==> config.mk <==
export PLATFORM = sky130hd
export DESIGN_NAME = hmmm_program_loader
export DESIGN_NICKNAME = d
export VERILOG_FILES = /design/src/rtl/hmmm_program_loader.sv
export SDC_FILE = /design/constraint.sdc
export NUM_CORES = 1
export LEC_CHECK = 0
export BUFFER_PORTS_ARGS = -buffer_cell sky130_fd_sc_hd__buf_4
export CAP_MARGIN = 20
export CORE_MARGIN = 5
export CORE_UTILIZATION = 56
export CTS_CLUSTER_DIAMETER = 150
export DETAILED_ROUTE_END_ITERATION = 6
export GPL_TIMING_DRIVEN = 0
export MAX_ROUTING_LAYER = met4
export PLACE_DENSITY = 0.85
export RECOVER_POWER = 25
export SLEW_MARGIN = 20
export SYNTH_ARGS = -nofsm -noshare
export SYNTH_HDL_FRONTEND = slang
export SYNTH_SLANG_ARGS = --single-unit
==> constraint.sdc <==
create_clock -name clk_i -period 3.1 [get_ports clk_i]
set_input_delay 0.31 -clock clk_i [delete_from_list [all_inputs] [get_ports clk_i]]
set_output_delay 0.31 -clock clk_i [all_outputs]
set_load 0.01 [all_outputs]
==> src/rtl/hmmm_program_loader.sv <==
// -----------------------------------------------------------------------------
// hmmm_program_loader
//
// Sequences a program download into the hmmm core's RAM over the core's shared
// io bus. The host streams instruction words in over a valid/ready handshake.
// For each word the loader drives two phases on the io bus:
//   1. a pgrm_addr cycle, which loads the MAR with the RAM address;
//   2. a pgrm_data cycle, which writes the word into RAM through the MDR.
// The core is held in reset for the whole session. At the end of the session
// the loader releases the core and pulses done.
//
// State flow: IDLE -> WAIT -> ADDR -> DATA -> (WAIT | FINISH) -> IDLE
//
// Optional feature (compile-time macro HMMM_LOADER_CHECKSUM_EN):
//   defined   : checksum_o accumulates the sum (mod 2^DATA_W) of every word
//               written during DATA. It is cleared on start and holds after
//               the session ends.
//   undefined : checksum_o is tied to zero and no adder is built.
//
// Ports
//   clk_i          core clock; all state changes on its rising edge
//   rst_ni         asynchronous active-low reset
//   start_i        begin a load session (sampled only in IDLE)
//   word_valid_i   host word available
//   word_data_i    host instruction word
//   word_last_i    marks word_data_i as the final program word
//   word_ready_o   loader accepts a word this cycle
//   pgrm_addr_o    io bus carries a RAM address this cycle
//   pgrm_data_o    io bus carries a RAM data word this cycle
//   io_out_o       value driven onto the core io bus
//   io_oe_o        io_out_o is valid (pgrm_addr_o | pgrm_data_o)
//   core_rst_o     active-high hold-in-reset for the core
//   busy_o         session in progress
//   done_o         one-cycle pulse at session end
//   overflow_o     sticky: session ended on address wrap without word_last
//   word_count_o   number of words written in the current/last session
//   checksum_o     running word sum (see optional feature above)
// -----------------------------------------------------------------------------
module hmmm_program_loader #(
  parameter int unsigned        ADDR_W    = 8,
  parameter int unsigned        DATA_W    = 16,
  parameter logic [ADDR_W-1:0]  BASE_ADDR = '0
) (
  input  logic              clk_i,
  input  logic              rst_ni,
  input  logic              start_i,
  input  logic              word_valid_i,
  input  logic [DATA_W-1:0] word_data_i,
  input  logic              word_last_i,
  output logic              word_ready_o,
  output logic              pgrm_addr_o,
  output logic              pgrm_data_o,
  output logic [DATA_W-1:0] io_out_o,
  output logic              io_oe_o,
  output logic              core_rst_o,
  output logic              busy_o,
  output logic              done_o,
  output logic              overflow_o,
  output logic [ADDR_W:0]   word_count_o,
  output logic [DATA_W-1:0] checksum_o
);

  typedef enum logic [2:0] {
    S_IDLE   = 3'd0,
    S_WAIT   = 3'd1,
    S_ADDR   = 3'd2,
    S_DATA   = 3'd3,
    S_FINISH = 3'd4
  } state_e;

  localparam logic [ADDR_W-1:0] ADDR_MAX = '1;
  localparam logic [ADDR_W-1:0] ADDR_ONE = ADDR_W'(1);
  localparam logic [ADDR_W:0]   CNT_ONE  = (ADDR_W+1)'(1);

  state_e              state_q, state_d;
  logic [ADDR_W-1:0]   addr_q, addr_d;
  logic [DATA_W-1:0]   word_q, word_d;
  logic                last_q, last_d;
  logic [ADDR_W:0]     count_q, count_d;
  logic                ovf_q, ovf_d;

  // Output registers. Their next values are decoded from state_d, so every
  // output lines up with the state the FSM is entering.
  logic                ready_q, ready_d;
  logic                paddr_q, paddr_d;
  logic                pdata_q, pdata_d;
  logic [DATA_W-1:0]   io_q, io_d;
  logic                oe_q, oe_d;
  logic                crst_q, crst_d;
  logic                busy_q, busy_d;
  logic                done_q, done_d;

  logic                start_ok;
  logic                accept;
  logic                at_top;

  assign start_ok = (state_q == S_IDLE) && start_i;
  // ready_q is high throughout WAIT, so this is the plain valid & ready handshake.
  assign accept   = (state_q == S_WAIT) && word_valid_i && ready_q;
  assign at_top   = (addr_q == ADDR_MAX);

  // ---------------------------------------------------------------------------
  // Next-state and datapath
  // ---------------------------------------------------------------------------
  always_comb begin
    state_d = state_q;
    addr_d  = addr_q;
    word_d  = word_q;
    last_d  = last_q;
    count_d = count_q;
    ovf_d   = ovf_q;

    unique case (state_q)
      S_IDLE: begin
        // word_valid_i is ignored here. A word offered together with start
        // is picked up one cycle later, in WAIT.
        if (start_i) begin
          state_d = S_WAIT;
          addr_d  = BASE_ADDR;
          count_d = '0;
          ovf_d   = 1'b0;
        end
      end
      S_WAIT: begin
        if (accept) begin
          word_d  = word_data_i;
          last_d  = word_last_i;
          state_d = S_ADDR;
        end
      end
      S_ADDR: begin
        state_d = S_DATA;
      end
      S_DATA: begin
        count_d = count_q + CNT_ONE;
        addr_d  = addr_q + ADDR_ONE;   // wraps modulo 2^ADDR_W
        if (last_q || at_top) begin
          state_d = S_FINISH;
        end else begin
          state_d = S_WAIT;
        end
        // Ran out of address space before the host marked the last word.
        if (at_top && !last_q) begin
          ovf_d = 1'b1;
        end
      end
      S_FINISH: begin
        state_d = S_IDLE;
      end
      default: begin
        state_d = S_IDLE;
      end
    endcase

    // Registered outputs, decoded from the state being entered.
    ready_d = (state_d == S_WAIT);
    paddr_d = (state_d == S_ADDR);
    pdata_d = (state_d == S_DATA);
    oe_d    = paddr_d | pdata_d;
    busy_d  = (state_d != S_IDLE);
    crst_d  = (state_d != S_IDLE);
    done_d  = (state_d == S_FINISH);

    io_d = '0;
    if (paddr_d) begin
      io_d = DATA_W'(addr_q);
    end else if (pdata_d) begin
      io_d = word_q;
    end
  end

  // ---------------------------------------------------------------------------
  // State and output registers
  // ---------------------------------------------------------------------------
  always_ff @(posedge clk_i or negedge rst_ni) begin
    if (!rst_ni) begin
      state_q <= S_IDLE;
      addr_q  <= BASE_ADDR;
      word_q  <= '0;
      last_q  <= 1'b0;
      count_q <= '0;
      ovf_q   <= 1'b0;
      ready_q <= 1'b0;
      paddr_q <= 1'b0;
      pdata_q <= 1'b0;
      io_q    <= '0;
      oe_q    <= 1'b0;
      crst_q  <= 1'b0;
      busy_q  <= 1'b0;
      done_q  <= 1'b0;
    end else begin
      state_q <= state_d;
      addr_q  <= addr_d;
      word_q  <= word_d;
      last_q  <= last_d;
      count_q <= count_d;
      ovf_q   <= ovf_d;
      ready_q <= ready_d;
      paddr_q <= paddr_d;
      pdata_q <= pdata_d;
      io_q    <= io_d;
      oe_q    <= oe_d;
      crst_q  <= crst_d;
      busy_q  <= busy_d;
      done_q  <= done_d;
    end
  end

  // ---------------------------------------------------------------------------
  // Optional checksum
  // ---------------------------------------------------------------------------
`ifdef HMMM_LOADER_CHECKSUM_EN
  logic [DATA_W-1:0] csum_q, csum_d;

  always_comb begin
    csum_d = csum_q;
    if (start_ok) begin
      csum_d = '0;
    end else if (state_q == S_DATA) begin
      csum_d = csum_q + word_q;
    end
  end

  always_ff @(posedge clk_i or negedge rst_ni) begin
    if (!rst_ni) begin
      csum_q <= '0;
    end else begin
      csum_q <= csum_d;
    end
  end

  assign checksum_o = csum_q;
`else
  assign checksum_o = '0;
`endif

  assign word_ready_o = ready_q;
  assign pgrm_addr_o  = paddr_q;
  assign pgrm_data_o  = pdata_q;
  assign io_out_o     = io_q;
  assign io_oe_o      = oe_q;
  assign core_rst_o   = crst_q;
  assign busy_o       = busy_q;
  assign done_o       = done_q;
  assign overflow_o   = ovf_q;
  assign word_count_o = count_q;

endmodule
==> out/results.txt, run 1 <==
Synth Instances - 203
Sink Count - 60
crit path kind - reg -> reg
fraction of layout cells with a size suffix above 1 - 39.72%
HPWL after DPL - 3589 um
GR Layer Usage met2 - 29.29%
drt pass-1 iters - 4
Num CTS Buffers - 9
Hold Crit Depth - 2
Placed Instances - 325
Area after DPL - 0.003168 sq mm
initial DRC count - 136
RSZ-0062 raised after global routing - no
die width - 78.74 um
Ports - 70
highest clock rate - 540.9 MHz
post-synthesis sequential area ratio - 56.74%
count of input and output buffers - 53
area leader, netlist - dfrtp_1
vias in the first global route - 1,846
final hold slack - 0.1987 ns
pwr dens - 851.2 mW/mm^2
Reg power frac - 40.4%
worst flop-to-flop path endpoint - word_q[10]
CP max stage delay - 0.63 ns
Fin. Hold Viols - 0
worst hold endpoint - word_q[14]
Worst Path Buf+Inv - 2
final wirelength - 5238 um
worst hold path startpoint - word_data_i[14]
Nets - 305
largest net degree at the start of global routing - 61
Slew headroom - 4.081%
worst-margin pin slew - 1.439 ns
Die H - 78.74 um
Period Utilization, post-route - 59.64%
M3 GR Usage - 3.175%
std cell rows - 25
Post-Syn Area per Cell - 13.04 sq um
cell repeated most along the worst path - buf_6
die area - 0.006200 sq mm
Netlist Area Pre-Place - 0.002646 sq mm
CP top delay family - simple AND/OR/NAND/NOR gates
# diodes - 0
Initial Utilization - 56.78%
area share of the largest cell type after synthesis - 56.74%
Cell Count, Final, Fillers Out - 341
WL/cell - 15.36 um
DR DRC count - 0
CP max FO - 10
Power Internal - 2.071 mW
Arr. time, crit path - 2.06 ns
Commonest cells post-synth - dfrtp_1 (60), buf_4 (19), a22o_1 (11)
final setup violation count - 0
Clk pwr share - 29.7%
total gr overflow - 0
number of synthesized flops with an enable pin - 0
Post-CTS Setup Bufs - 0
GRT Total Usage - 18.54%
Main synth FF type - dfrtp_1
CP Cell Sequence - buf_6, nor4b_4, buf_6, mux2_4
P&R area growth vs syn - 29.08%
Tmin final - 1.849 ns
Worst path slowest cell - nor4b_4
Setup crit end kind - flop
first-pass GRT wire length - 8562 um
initial antenna violation count - 0
worst-skew pair later-pin latency - 0.33 ns
static leakage - 1.718 nW
status - complete, no violations
Req. time, crit path - 3.31 ns
Combinational Power Share - 29.9%
#FFs+latches synth - 60
clk slew on worst S/H paths - 0.06 ns
top post-synthesis cells by area - dfrtp_1 (57%), mux2_4 (5.7%), buf_4 (5.4%), a22o_1 (3.6%), mux2_2 (3.4%)
CP Launch Type - flop
total negative slack - 0 ns
CTS tree - built
reg-to-reg slack, setup - 1.25 ns
Vias - 1,848
CTS root buf - clkbuf_8
number of routed nets with antenna violations - 0
top-count cell post-synth - dfrtp_1
cell count of the worst reg-to-reg path - 4
GP Congestion - 0.7531
H-tree level count - 3
Yosys cell types - 44
switch share - 28.78%
VDD IR max - 0.0003848 V
warnings from Yosys - 0
Final Slew Violations - 0
GR peak layer - met2
fin area - 0.003416 sq mm
Layout Utilization - 73.29%
vias per inst - 5.419
Max-Cap Viols - 0
Core ar. - 0.004661 sq mm
Clock Skew - 0.004667 ns
P_sw - 0.8370 mW
# resized after CTS - 0
launching point of the worst reg2reg path - state_q[1]
min-delay worst type - in -> reg
routing usage on met1 - 22.85%
FFs w/ async S/R, synth - 100.0%
Post-CTS Hold Fix Bufs - 0
Bufs on Longest Clock Path - 2
==> kinds of logic after synthesis <==
| kind of cell | count (synthesis) | synth area share, % |
|---|---|---|
| buf+inv | 31 | 8.368 |
| compound gates | 39 | 11.25 |
| fa+ha+maj | 2 | 0.9455 |
| other cells | 1 | 0.1417 |
| xor+xnor | 2 | 0.6621 |
| mux | 23 | 11.02 |
| simple gates | 45 | 10.88 |
| flops | 60 | 56.74 |
==> sequential cells by signal (all words and copies together) (netlist names), 3 cells and up <==
register      flops
io_out_o         16
word_q           16
word_count_o      9
addr_q            8
state_q           3
==> power groups by stage <==
stage          clock [mW]  sequential (mW)  combinational [mW]
2_1_floorplan           0             1.18               0.564
3_5_place_dp            0             1.18               0.870
5_1_grt             0.906             1.20               0.953
3_3_place_gp            0             1.17               0.840
4_1_cts             0.875             1.17               0.879
6_report            0.863             1.17               0.869
==> metrics by stage <==
| step | setup WS, ns | power, mW |
|---|---|---|
| after detailed placement | 1.256 | 2.054 |
| after global placement | 1.318 | 2.008 |
| final | 1.251 | 2.908 |
| after floorplan | 1.480 | 1.748 |
| after CTS | 1.251 | 2.927 |
| after global routing | 1.163 | 3.060 |
==> routing by layer <==
metal	vias to the layer above	wire length, um
met5	-	0
met4	0	63
met3	8	273
met2	58	2682
met1	907	2218
li1	875	-
==> layout by cell type, fill, tap and decap left out, types with 2 or more instances in the layout <==
cell type	instances
nand2_1	7
bufinv_16	3
a31oi_1	2
buf_6	4
and2_1	8
nand4b_1	2
clkbuf_1	2
buf_2	3
nand3_1	7
clkbuf_8	11
buf_4	71
mux2i_1	4
dfrtp_1	60
nor3_1	2
mux2_4	10
a21oi_1	3
conb_1	16
o31ai_1	3
a22o_1	11
inv_1	4
o21a_1	2
o21ai_0	4
xnor2_1	2
mux2_2	8
o311ai_1	2
nor2_1	4
o41ai_1	2
a211o_1	2
o211ai_1	3
ha_1	2
nand4_1	5
and3_1	2
==> how the worst max path moves through the flow <==
stage / to / depth (start not counted) / slack [ns] / start
2_1_floorplan: last_q / 4 / 1.48 / state_q[1]
3_3_place_gp: word_q[10] / 4 / 1.32 / state_q[1]
3_5_place_dp: word_q[15] / 4 / 1.26 / state_q[1]
4_1_cts: word_q[10] / 4 / 1.25 / state_q[1]
5_1_grt: word_q[6] / 4 / 1.16 / state_q[1]
6_report: word_q[10] / 4 / 1.25 / state_q[1]
==> worst reg2reg max path: stages, from the launching register on <==
cell and delay [ns]:
dfrtp_1 0.37, buf_6 0.14, nor4b_4 0.63, buf_6 0.28, mux2_4 0.32
==> final cells by class <==
class	count	area [sq um]
Clock inverter	4	95.09
Timing Repair Buffer	53	395.4
Multi-Input combinational cell	127	979.7
Fill cell	322	1245
Clock buffer	12	155.1
Buffer	27	206.4
Sequential cell	60	1501
Tap cell	54	67.56
Inverter	4	15.01
Power figures use the tool's default switching activity.
==> run 2: changes to the inputs <==
--- a/config.mk
+++ b/config.mk
@@ -8,12 +8,12 @@
 export BUFFER_PORTS_ARGS = -buffer_cell sky130_fd_sc_hd__buf_4
 export CAP_MARGIN = 20
 export CORE_MARGIN = 5
-export CORE_UTILIZATION = 56
+export CORE_UTILIZATION = 47
 export CTS_CLUSTER_DIAMETER = 150
 export DETAILED_ROUTE_END_ITERATION = 6
 export GPL_TIMING_DRIVEN = 0
 export MAX_ROUTING_LAYER = met4
-export PLACE_DENSITY = 0.85
+export PLACE_DENSITY = 0.76
 export RECOVER_POWER = 25
 export SLEW_MARGIN = 20
 export SYNTH_ARGS = -nofsm -noshare
==> constraint.sdc (replaced) <==
create_clock -name clk_i -period 1.7 [get_ports clk_i]
set_input_delay 0.17 -clock clk_i [delete_from_list [all_inputs] [get_ports clk_i]]
set_output_delay 0.17 -clock clk_i [all_outputs]
set_load 0.01 [all_outputs]
==> out/results.txt, run 2 (synthesis results as in run 1) <==
Cell Count, Final, Fillers Out - 361 (+5.9%)
largest net degree at the start of global routing - 61 (unchanged)
final wirelength - 5246 um (+0.15%)
final hold slack - 0.05774 ns (-0.1410 ns)
Arr. time, crit path - 1.85 ns (-0.21 ns)
commonest non-fill, non-tap cell in the layout - dfrtp_1
CP Launch Type - flop
crit path kind - reg -> reg
GP Congestion - 0.8710 (+16%)
Max-Cap Viols - 0 (unchanged)
CTS tree - built
clk slew on worst S/H paths - 0.08 ns (+0.02 ns)
H-tree level count - 3 (unchanged)
CP max FO - 10 (unchanged)
VDD IR max - 0.0005362 V (+39%)
Die H - 85.04 um (+8.0%)
pwr dens - 1443 mW/mm^2 (+70%)
static leakage - 1.598 nW (-7.0%)
Slew headroom - 46.96% (+43 points)
highest clock rate - 605.6 MHz (+12%)
Final WS setup - 0.04879 ns (-1.202 ns)
CP max stage delay - 0.51 ns (-0.12 ns)
drt pass-1 iters - 4 (unchanged)
Num CTS Buffers - 9 (unchanged)
count of input and output buffers - 53 (unchanged)
reg-to-reg slack, setup - 0.05 ns (-1.20 ns)
CP Launch Point - state_q[2]
Clock Skew - 0.01000 ns (+0.005334 ns)
Placed Instances - 343 (+5.5%)
Fin. Hold Viols - 0 (unchanged)
Worst path slowest cell - or4b_1
launching point of the worst reg2reg path - state_q[2]
Sink Count - 60 (unchanged)
die width - 85.04 um (+8.0%)
Ports - 70 (unchanged)
worst hold path startpoint - word_data_i[14]
fraction of layout cells with a size suffix above 1 - 32.87% (-6.8 points)
worst-margin pin slew - 0.7956 ns (-0.6432 ns)
Final Slew Violations - 0 (unchanged)
Core ar. - 0.005473 sq mm (+17%)
most frequent cells in the layout - dfrtp_1 (60), buf_4 (50), clkbuf_1 (24), conb_1 (16), a22o_1 (11)
worst flop-to-flop path endpoint - word_count_o[8]
GRT Total Usage - 15.27% (-3.3 points)
CP Cell Sequence - buf_6, or4b_1, buf_4, o311ai_1, o41ai_1
RSZ-0062 raised after global routing - no
HPWL after DPL - 3526 um (-1.8%)
fin area - 0.003309 sq mm (-3.1%)
Nets - 307 (+0.66%)
final setup violation count - 0 (unchanged)
min-delay worst type - in -> reg
Period Utilization, post-route - 97.13% (+37 points)
number of routed nets with antenna violations - 0 (unchanged)
Req. time, crit path - 1.90 ns (-1.41 ns)
vias in the first global route - 1,844 (-0.11%)
Area after DPL - 0.003191 sq mm (+0.71%)
initial antenna violation count - 0 (unchanged)
initial DRC count - 166 (+22%)
WL/cell - 14.53 um (-5.4%)
P&R area growth vs syn - 25.06%
Tmin final - 1.651 ns (-0.1976 ns)
CTS root buf - clkbuf_8
worst hold endpoint - word_q[14]
Vias - 1,836 (-0.65%)
Initial Utilization - 48.35% (-8.4 points)
worst-skew pair later-pin latency - 0.33 ns (about the same)
vias per inst - 5.086 (-6.2%)
Setup crit end kind - flop
total gr overflow - 0 (unchanged)
post-place setup slack - -0.09302 ns (-1.349 ns)
total negative slack - 0 ns (unchanged)
Bufs on Longest Clock Path - 2 (unchanged)
std cell rows - 27 (+8.0%)
cell count of the worst reg-to-reg path - 5 (+1)
Hold Crit Depth - 2 (unchanged)
# diodes - 0 (unchanged)
die area - 0.007231 sq mm (+17%)
DR DRC count - 0 (unchanged)
first-pass GRT wire length - 8625 um (+0.74%)
status - complete, no violations
## run 2: cell count changes in the layout (fill, tap and decap cells not counted), moves of 2 or more
cell	delta
buf_4	-21
bufinv_16	-3
clkbuf_1	+22
clkbuf_8	-2
clkinv_4	+3
## run 2: layout make-up
type / count / area (sq um)
Buffer: 26 / 205.2
Sequential cell: 60 / 1501
Clock buffer: 9 / 123.9
Multi-Input combinational cell: 127 / 988.4
Inverter: 4 / 15.01
Fill cell: 454 / 2163
Timing Repair Buffer: 56 / 332.8
Clock inverter: 7 / 52.55
Tap cell: 72 / 90.09
## run 2: worst max-delay path: cells and delay by family (launching register included)
kind                   cells  cell delay (ns)
AO/OA/AOI/OAI              2             0.23
buffers and inverters      2             0.35
flip-flops                 1             0.43
AND/OR/NAND/NOR            1             0.51
## run 2: layer usage
metal  global-route usage (%)  share of wire, %
met5                        -                 0
met2                    23.73                49
met1                    18.70                43
met3                    3.301               5.8
met4                    7.914               2.0
## run 2: how the worst max path moves through the flow
stage                      endpoint
global route        word_count_o[8]
floorplan                    last_q
detailed placement       word_q[15]
finish              word_count_o[8]
CTS                    io_out_o[13]
global placement         word_q[10]
## run 2: timing repair
| action | in CTS | in global routing |
|---|---|---|
| hold endpoints to repair | 60 | 0 |
| pin swaps | 1 | 0 |
| resized for setup | 1 | 3 |
| hold buffers | 1 | 0 |
| buffers inserted | 2 | 0 |
| endpoints found under the setup margin | 13 | 11 |
## run 2: report_power, final
group	switching, mW	internal, mW	total (mW)
sequential	0.292	1.85	2.14
clock	0.586	0.534	1.12
combinational	0.712	0.803	1.51
total	1.59	3.19	4.78
## run 2: stage by stage
step	total power, mW	util, %
global placement	3.675	58.30
CTS	4.894	62.09
detailed placement	3.732	58.30
finish	4.776	60.47
floorplan	3.188	-
global route	5.048	60.47
==> run 3: changes to the inputs <==
--- a/config.mk
+++ b/config.mk
@@ -6,14 +6,15 @@
 export NUM_CORES = 1
 export LEC_CHECK = 0
 export BUFFER_PORTS_ARGS = -buffer_cell sky130_fd_sc_hd__buf_4
-export CAP_MARGIN = 20
+export CAP_MARGIN = 5
 export CORE_MARGIN = 5
-export CORE_UTILIZATION = 47
+export CORE_UTILIZATION = 58
+export CTS_BUF_LIST = sky130_fd_sc_hd__clkbuf_8
 export CTS_CLUSTER_DIAMETER = 150
 export DETAILED_ROUTE_END_ITERATION = 6
 export GPL_TIMING_DRIVEN = 0
 export MAX_ROUTING_LAYER = met4
-export PLACE_DENSITY = 0.76
+export PLACE_DENSITY = 0.88
 export RECOVER_POWER = 25
 export SLEW_MARGIN = 20
 export SYNTH_ARGS = -nofsm -noshare
==> constraint.sdc (replaced) <==
create_clock -name clk_i -period 1.9 [get_ports clk_i]
set_input_delay 0.19 -clock clk_i [delete_from_list [all_inputs] [get_ports clk_i]]
set_output_delay 0.19 -clock clk_i [all_outputs]
set_load 0.01 [all_outputs]
==> out/results.txt, run 3 (synthesis results as in run 1) <==
first-pass GRT wire length - 9025 um (+4.6%)
Num CTS Buffers - 9 (unchanged)
Reg power frac - 46.3% (+1.5 points)
worst-skew pair later-pin latency - 0.33 ns (about the same)
DR DRC count - 0 (unchanged)
crit path kind - reg -> reg
# resized after CTS - 0 (-1)
largest net degree at the start of global routing - 61 (unchanged)
vias per inst - 5.420 (+6.6%)
initial antenna violation count - 0 (unchanged)
launching point of the worst reg2reg path - state_q[1]
CTS root buf - clkbuf_8
initial DRC count - 168 (+1.2%)
total gr overflow - 0 (unchanged)
final wirelength - 5250 um (about the same)
Core ar. - 0.004384 sq mm (-20%)
HPWL after DPL - 3603 um (+2.2%)
WL/cell - 15.63 um (+7.5%)
RSZ-0062 raised after global routing - no
Clock Skew - 0.008497 ns (-0.001503 ns)
GRT Total Usage - 19.57% (+4.3 points)
Layout Utilization - 73.29% (+13 points)
H-tree level count - 3 (unchanged)
Vias - 1,821 (-0.82%)
VDD IR max - 0.0006497 V (+21%)
status - complete, no violations
Die H - 77.55 um (-8.8%)
vias in the first global route - 1,895 (+2.8%)
Req. time, crit path - 2.11 ns (+0.21 ns)
# diodes - 0 (unchanged)
count of input and output buffers - 53 (unchanged)
drt pass-1 iters - 4 (unchanged)
CP max FO - 10 (unchanged)
Initial Utilization - 60.36% (+12 points)
Arr. time, crit path - 2.03 ns (+0.18 ns)
clk slew on worst S/H paths - 0.06 ns (-0.02 ns)
number of routed nets with antenna violations - 0 (unchanged)
Slew headroom - 14.60% (-32 points)
GP Congestion - 0.7618 (-13%)
total negative slack - 0 ns (unchanged)
die width - 77.55 um (-8.8%)
FILL cells - 325 (-28%)
fin area - 0.003213 sq mm (-2.9%)
fraction of layout cells with a size suffix above 1 - 28.52% (-4.4 points)
Ports - 70 (unchanged)
Sink Count - 60 (unchanged)
CP Launch Point - state_q[1]
Nets - 306 (-0.33%)
commonest non-fill, non-tap cell in the layout - dfrtp_1
Max-Cap Viols - 0 (unchanged)
std cell rows - 24 (-11%)
Clk pwr share - 21.8% (-1.7 points)
Bufs on Longest Clock Path - 2 (unchanged)
Area after DPL - 0.003166 sq mm (-0.78%)
highest clock rate - 548.2 MHz (-9.5%)
static leakage - 1.561 nW (-2.3%)
worst-margin pin slew - 1.281 ns (+0.4854 ns)
min-delay worst type - in -> reg
die area - 0.006013 sq mm (-17%)
CTS tree - built
Fin. Hold Viols - 0 (unchanged)
Final Slew Violations - 0 (unchanged)
Tmin final - 1.824 ns (+0.1728 ns)
CP Launch Type - flop
switch share - 31.81% (-1.5 points)
Period Utilization, post-route - 96.00% (-1.1 points)
Power Internal - 2.819 mW (-12%)
final setup violation count - 0 (unchanged)
Setup crit end kind - flop
P_sw - 1.315 mW (-17%)
P&R area growth vs syn - 21.42%
most frequent cells in the layout - dfrtp_1 (60), buf_4 (43), clkbuf_1 (29), conb_1 (16), a22o_1 (11)
worst hold path startpoint - word_data_i[14]
Combinational Power Share - 31.9% (+0.2 points)
pwr dens - 1287 mW/mm^2 (-11%)
==> run 3: cell count changes in the layout (fill, tap and decap cells not counted), moves of 2 or more <==
| cell | change |
|---|---|
| buf_4 | -7 |
| clkinv_4 | -3 |
| buf_2 | +2 |
| clkinv_2 | -2 |
| inv_1 | +2 |
| clkbuf_1 | +5 |
==> run 3: path summary, 6_finish.rpt <==
check	to	slack [ns]	depth (start not counted)
setup / recovery	last_q	0.08	4
hold / removal	word_q[14]	0.08	2
setup reg to reg	last_q	0.08	4
hold reg to reg	word_q[14]	0.48	1
max in group asynchronous	addr_q[4]	0.38	2
min in group asynchronous	word_count_o[5]	0.74	2
==> run 3: critical path: stages (launching register included) <==
cell,delay (ns)
dfrtp_1,0.38
buf_6,0.14
nor4b_4,0.60
buf_6,0.27
mux2_4,0.31
==> run 3: cell type report <==
class                      count  area, sq um  area share [%]
sequential                    60         1501           46.73
multi-input combinational    127        979.7           30.49
timing repair buffer          54        300.3           9.346
buffer                        27        206.4           6.425
clock buffer                  10        137.6           4.283
tap                           52        65.06           2.025
inverter                       4        15.01          0.4673
clock inverter                 2        7.507          0.2336
==> run 3: through the flow <==
stage	hold WS, ns	power [mW]	setup WS [ns]	std cells
2_1_floorplan	-0.1056	2.853	0.2798	218
3_3_place_gp	0.2944	3.278	0.1344	323
3_5_place_dp	0.3022	3.346	0.07496	323
4_1_cts	0.07720	4.252	0.07335	336
5_1_grt	0.07863	4.395	0.002986	336
6_report	0.08464	4.134	0.07598	336
==> run 3: what timing repair did <==
item | CTS | global route
buffers inserted | 0 | 0
endpoints found under the setup margin | 0 | 0
hold endpoints to repair | 60 | 0
hold buffers | 1 | 0
==> run 3: layer usage <==
layer | global-route usage, % | routed length (um) | vias to the layer above | share of wire (%)
li1 | - | - | 868 | -
met1 | 25.08 | 2269 | 875 | 43
met2 | 28.70 | 2557 | 67 | 49
met3 | 4.282 | 301 | 11 | 5.7
met4 | 11.34 | 121 | 0 | 2.3
met5 | - | 0 | - | 0
==> run 3: power groups by stage <==
stage	clock network (mW)	logic [mW]	registers [mW]
floorplan	0	0.920	1.93
global placement	0	1.37	1.91
detailed placement	0	1.41	1.93
CTS	0.915	1.42	1.91
global route	0.972	1.46	1.97
finish	0.901	1.32	1.91
